**src/rtl/cla_pipe_adder.sv**
```systemverilog
// Two-stage pipelined carry-lookahead adder with valid/ready handshake on both sides.
// Define CLA_OVF_EN to add the registered signed-overflow output ovf.
module cla_pipe_adder #(
  parameter int unsigned WIDTH = 8,
  parameter int unsigned GROUP = 4
) (
  input  logic             clk,
  input  logic             rst,
  input  logic             in_valid,
  output logic             in_ready,
  input  logic [WIDTH-1:0] a,
  input  logic [WIDTH-1:0] b,
  input  logic             cin,
  output logic             out_valid,
  input  logic             out_ready,
  output logic [WIDTH-1:0] sum,
  output logic             cout
`ifdef CLA_OVF_EN
  ,
  output logic             ovf
`endif
);

  localparam int unsigned NG = WIDTH / GROUP;

  if ((WIDTH % GROUP) != 0 || WIDTH < GROUP) begin : g_bad_width
    $fatal(1, "cla_pipe_adder: WIDTH must be a non-zero multiple of GROUP");
  end
  if (GROUP != 2 && GROUP != 4 && GROUP != 8) begin : g_bad_group
    $fatal(1, "cla_pipe_adder: GROUP must be 2, 4 or 8");
  end

  logic             s1_valid;
  logic             s2_free;
  logic             accept;
  logic             advance;

  logic [WIDTH-1:0] p_d, g_d, p_q, g_q;
  logic [NG-1:0]    gp_d, gg_d, gp_q, gg_q;
  logic             cin_q;

  logic [NG:0]      gc;
  logic [WIDTH:0]   c;
  logic [WIDTH-1:0] sum_d;

  assign s2_free  = !out_valid | out_ready;
  assign in_ready = !s1_valid | s2_free;
  assign accept   = in_valid & in_ready;
  assign advance  = s1_valid & s2_free;

  // Stage 1: bit and group propagate/generate.
  always_comb begin
    logic acc;
    acc  = 1'b0;
    p_d  = a ^ b;
    g_d  = a & b;
    gp_d = '0;
    gg_d = '0;
    for (int k = 0; k < NG; k++) begin
      gp_d[k] = &p_d[k*GROUP +: GROUP];
      acc = 1'b0;
      for (int i = 0; i < GROUP; i++) begin
        acc = g_d[k*GROUP+i] | (p_d[k*GROUP+i] & acc);
      end
      gg_d[k] = acc;
    end
  end

  // Stage 2: each group carry is a flat sum of products over the registered G/P terms.
  always_comb begin
    logic term, pchain, carry;
    term   = 1'b0;
    pchain = 1'b1;
    carry  = 1'b0;
    gc     = '0;
    c      = '0;
    gc[0]  = cin_q;
    for (int k = 1; k <= NG; k++) begin
      term   = 1'b0;
      pchain = 1'b1;
      for (int j = k - 1; j >= 0; j--) begin
        term   = term | (gg_q[j] & pchain);
        pchain = pchain & gp_q[j];
      end
      gc[k] = term | (cin_q & pchain);
    end
    for (int k = 0; k < NG; k++) begin
      carry = gc[k];
      for (int i = 0; i < GROUP; i++) begin
        c[k*GROUP+i] = carry;
        carry = g_q[k*GROUP+i] | (p_q[k*GROUP+i] & carry);
      end
    end
    c[WIDTH] = gc[NG];
    sum_d    = p_q ^ c[WIDTH-1:0];
  end

  always_ff @(posedge clk or posedge rst) begin
    if (rst) begin
      s1_valid <= 1'b0;
      p_q      <= '0;
      g_q      <= '0;
      gp_q     <= '0;
      gg_q     <= '0;
      cin_q    <= 1'b0;
    end else begin
      if (accept) begin
        s1_valid <= 1'b1;
        p_q      <= p_d;
        g_q      <= g_d;
        gp_q     <= gp_d;
        gg_q     <= gg_d;
        cin_q    <= cin;
      end else if (advance) begin
        s1_valid <= 1'b0;
      end
    end
  end

  always_ff @(posedge clk or posedge rst) begin
    if (rst) begin
      out_valid <= 1'b0;
      sum       <= '0;
      cout      <= 1'b0;
    end else begin
      if (advance) begin
        out_valid <= 1'b1;
        sum       <= sum_d;
        cout      <= c[WIDTH];
      end else if (out_ready) begin
        out_valid <= 1'b0;
      end
    end
  end

`ifdef CLA_OVF_EN
  // Signed overflow: carry into the MSB differs from carry out of it.
  always_ff @(posedge clk or posedge rst) begin
    if (rst) begin
      ovf <= 1'b0;
    end else if (advance) begin
      ovf <= c[WIDTH-1] ^ c[WIDTH];
    end
  end
`endif

endmodule

```
**config.mk**
```make
export PLATFORM = sky130hd
export DESIGN_NAME = cla_pipe_adder
export DESIGN_NICKNAME = d
export VERILOG_FILES = /design/src/rtl/cla_pipe_adder.sv
export SDC_FILE = /design/constraint.sdc
export NUM_CORES = 1
export LEC_CHECK = 0
export ABC_AREA = 0
export CELL_PAD_IN_SITES_DETAIL_PLACEMENT = 1
export CELL_PAD_IN_SITES_GLOBAL_PLACEMENT = 2
export CORE_MARGIN = 3
export CORE_UTILIZATION = 34
export CTS_CLUSTER_DIAMETER = 50
export DETAILED_ROUTE_END_ITERATION = 8
export MAX_ROUTING_LAYER = met4
export PLACE_DENSITY = 0.8
export SLEW_MARGIN = 30
export SYNTH_ARGS = -nofsm -noshare
export SYNTH_HDL_FRONTEND = slang
export SYNTH_SLANG_ARGS = --single-unit
```
**constraint.sdc**
```tcl
create_clock -name clk -period 2.42 [get_ports clk]
set_input_delay 0.484 -clock clk [delete_from_list [all_inputs] [get_ports clk]]
set_output_delay 0.484 -clock clk [all_outputs]
set_load 0.03 [all_outputs]
```
* Word-level counts from Yosys, hierarchy flattened
Index checks and enable logic that the tools add are counted.
W data, S select, Z words.
** Storage, ports and cells
- Output and inout bits :: 11
- Register bits after elaboration :: 31
- Input bits :: 21
** Cells by class
- Reductions and logical operators :: 6
- Multiplexer cells :: 4
- Bitwise gates (word level) :: 38
** Operators with widths (number)
- $and A1 B1 Y1 :: 18
- $or A1 B1 Y1 :: 17
- $xor A8 B8 Y8 :: 2
- $and A8 B8 Y8 :: 1
- $reduce_and A4 Y1 :: 2
- $mux W1 :: 4
- $reduce_bool A2 Y1 :: 2
- $logic_not A1 Y1 :: 2

* Depth between registers and ports, before layout
- Word-level depth :: 9
- Mapped depth :: 9

* Worst setup path before layout
Ideal clock, no wire load.
- Path type :: register to register
- From :: reg cin_q
- To :: reg sum[7]
- Data arrival time :: 2.001 ns
- Slack :: 0.294 ns
- Cell stages (with the launch flop) :: 10
- Period minus slack after synthesis :: 2.126 ns
- Cells stage by stage :: dfrtp_1 -> a21o_1 -> ha_1 -> or2_2 -> ha_1 -> or2_2 -> ha_1 -> nor2_1 -> xnor2_1 -> mux2_2
** Between the ends
- Word-level cells in the longest chain between the ends :: 9
** Ends and longest elaborated chain
- from (decl) :: line 40 : logic cin_q;
- from (signal assigned) :: line 113 : cin_q <= cin;
- $and A1 B1 Y1 :: line 85 : gc[k] = term | (cin_q & pchain);
- $or A1 B1 Y1 :: line 85
- $and A1 B1 Y1 :: line 91 : carry = g_q[k*GROUP+i] | (p_q[k*GROUP+i] & carry);
- $or A1 B1 Y1 :: line 91
- $and A1 B1 Y1 :: line 91
- $or A1 B1 Y1 :: line 91
- $and A1 B1 Y1 :: line 91
- $or A1 B1 Y1 :: line 91
- $xor A8 B8 Y8 :: line 95 : sum_d = p_q ^ c[WIDTH-1:0];
- to (signal assigned) :: line 128 : sum <= sum_d;
- to (decl) :: line 16 : output logic [WIDTH-1:0] sum,
Every way passes these cells.
A chain may end at the register's enable or synchronous reset.

* Worst setup path after layout
- From :: in out_ready
- To :: out in_ready
** Between the ends
- Word-level cells in the longest chain between the ends :: 2
** Ends and longest elaborated chain
- from (decl) :: line 15 : input logic out_ready,
- $or A1 B1 Y1 :: line 46 : assign s2_free = !out_valid | out_ready;
- $or A1 B1 Y1 :: line 47 : assign in_ready = !s1_valid | s2_free;
- to (decl) :: line 10 : output logic in_ready,
Every way passes these cells.

==> results_dict.tcl <==
set metrics [dict create \
    hold_end "g_q[1]" \
    finalSetupTns_ns 0 \
    yosysWarnings 0 \
    tightest_slew_ns 0.382 \
    fillers 437 \
    holdBufCountCts 0 \
    final_core_util_pct 47.3 \
    peakVddDrop_v 0.000355 \
    core_area_um2 4090 \
    drive_above_1_share_pct 27.9 \
    layout_commonest_cell "clkdlybuf4s50_1" \
    ant_nets 0 \
    ioPinCount 32 \
    leakagePower_nw 0.886 \
    cp.required_ns 1.94 \
    critPathTopFamily "buffers and inverters" \
    clkSinkCount 30 \
    holdWs_ns 0.501 \
    crit_path_start "out_ready" \
    finalHoldViolCount 0 \
    synth_cells 101 \
    pwr-share-comb_pct 36.1 \
    r2r_cells 9 \
    most-common-layout-cells "clkdlybuf4s50_1 (31), dfrtp_1 (30), mux2_2 (16)" \
    min_from "g_q[1]" \
    nets 174 \
    first_pass_iters 2 \
    numCtsBuffers 5 \
    path_cells "clkdlybuf4s50_1 > nand3b_4 > clkdlybuf4s50_1" \
    synthTopCellsByArea "dfrtp_1 (51%), mux2_2 (12%), ha_1 (12%)" \
    cts.htree.levels 2 \
    p_sw_uw 555 \
    worst-setup-path-type "primary input to output port" \
    overflow 0 \
    worstPathArrival_ns 1.83 \
    relSlewSlack_pct 74.5 \
    cts_root_buf "clkbuf_8" \
    area_growth_pct 30.5 \
    cap_violations 0 \
    start_util_pct 36.2 \
    clk_transition_reported_paths_ns 0.06 \
    cts_resized 0 \
    critPathMostFrequentCell "clkdlybuf4s50_1" \
    area.sequential_um2 751 \
    fin_crit_sh_pct 95.7 \
    rsz0062_at_grt "false" \
    hold_path.class "flop to flop" \
    antenna_found_initial 0 \
    syn_area_um2 1480 \
    power.internal_mw 1.18 \
    path_max_fanout 3 \
    cts_tree "done" \
    synth_nets 136 \
    outcome "complete, no violations" \
    final-setup-viol-count 0 \
    swShare_pct 32.0 \
    wl_per_cell_um 15.0 \
    yosysTopAreaCell "dfrtp_1" \
    antenna_cells 0 \
    viasPerCell 4.84 \
    place.gp.congestion 0.738 \
    timing.rr.start "cin_q" \
    path_buf_inv 2 \
    die_x_um 72.0 \
    die_y_um 72.0 \
    seq_power_share_pct 40.1 \
    ys_seq_area_share_pct 50.7 \
    ys_ff_latch 30 \
    grt_pass1_vias 966 \
    clockPowerShare_pct 23.7 \
    skew_ns 0.00776 \
    setup.worst_path.end_class "output port" \
    r2r_end "sum[7]" \
    hpwl_um 2210 \
    clk_latency_ns 0.28 \
    power_density_nw_per_um2 897 \
    numPortBuffers 31 \
    synth_cell_type_count 22 \
    fin_crit_ns 2.31 \
    vias 919 \
    synth_area_per_cell_um2 14.7 \
    die-area_um2 5180 \
    drc 0 \
    multi_input_area_um2 698 \
    start_kind "primary input" \
    reg2reg_slack_ns 0.17 \
    grt_max_degree 31 \
    holdPathStages 1 \
    grt_usage_pct 12.5 \
    wirelength_um 2850 \
    postCtsSetupRepairBufs 0 \
    final_max_slew_viol_count 0 \
    cts.path.max_buffers 2 \
    synth_top_area_share_pct 50.7 \
    slowest_delay_ns 0.68 \
    drtIter0Drc 6 \
    fmax_ghz 0.432 \
    fp-row-count 23 \
    slowest_stage "clkdlybuf4s50_1" \
    grt_pass1_wl_um 4730 \
]
cells in the mapped netlist:
cell type / n
a21oi_1: 2
nand4_1: 2
o21ai_0: 2
buf_12: 1
dfrtp_1: 30
xnor2_1: 2
mux2i_1: 2
nand3b_4: 1
ha_1: 14
mux2_4: 8
nand2_8: 1
or2_2: 4
mux2_2: 16
mux2_1: 1
nand2b_1: 3
a31oi_1: 1
a211oi_1: 2
nor2_1: 2
nand2_2: 1
a21o_1: 1
inv_1: 3
o21bai_1: 2
per-stage QoR:
step           instances  area (um2)  power, mW  setup WS (ns)
4_1_cts              190        1930       1.76         0.0941
6_report             190        1930       1.73          0.105
5_1_grt              190        1930       1.84         0.0702
3_3_place_gp         182        1840       1.32          0.138
3_5_place_dp         182        1840       1.34          0.100
2_1_floorplan        101        1480       1.09          0.294
worst max-delay path by stage:
stage / to / cells after the start
floorplan: sum[7] / 9
finish: in_ready / 3
global route: in_ready / 3
detailed placement: in_ready / 3
global placement: in_ready / 3
CTS: in_ready / 3
worst reg2reg max path: cells and delay by family (launching register included):
family | cells | cell delay [ns]
AO/OA/AOI/OAI | 1 | 0.20
XOR/XNOR | 1 | 0.07
adder cells (fa/ha/maj) | 3 | 0.52
flip-flops | 1 | 0.40
multiplexers | 1 | 0.25
AND/OR/NAND/NOR | 3 | 0.67
kinds of logic after synthesis:
family,after synthesis,share of synthesized area [%]
flip-flops,30,50.7
multiplexers,27,22.4
adder cells (fa/ha/maj),14,11.8
AND/OR/NAND/NOR,14,7.44
AO/OA/AOI/OAI,10,4.31
buffers and inverters,4,2.11
XOR/XNOR,2,1.18
flip-flops by register name, summed over array words and instances, names as in the netlist:
register / cells
p_q: 8
gg_q: 2
s1_valid: 1
sum: 8
out_valid: 1
gp_q: 2
cin_q: 1
cout: 1
g_q: 6
final cells by class:
class	count	area share (%)
tap	50	3.24
multi-input combinational	67	36.1
inverter	3	0.583
clock buffer	7	4.47
sequential	30	38.9
timing repair buffer	32	16.5
clock inverter	1	0.259
power by group through the flow:
stage	registers, mW	clock network (mW)	logic [mW]
3_5_place_dp	0.706	0	0.634
5_1_grt	0.712	0.460	0.669
2_1_floorplan	0.840	0	0.246
6_report	0.696	0.411	0.626
4_1_cts	0.697	0.428	0.639
3_3_place_gp	0.699	0	0.624
metal layers:
metal / global-route usage, % / vias up / routed length [um]
met1: 15.3 / 457 / 1310
met2: 18.7 / 21 / 1360
met3: 4.02 / 6 / 119
li1: - / 435 / -
met4: 6.26 / 0 / 66
met5: - / - / 0
No activity file was read; power rests on OpenSTA's default activity.
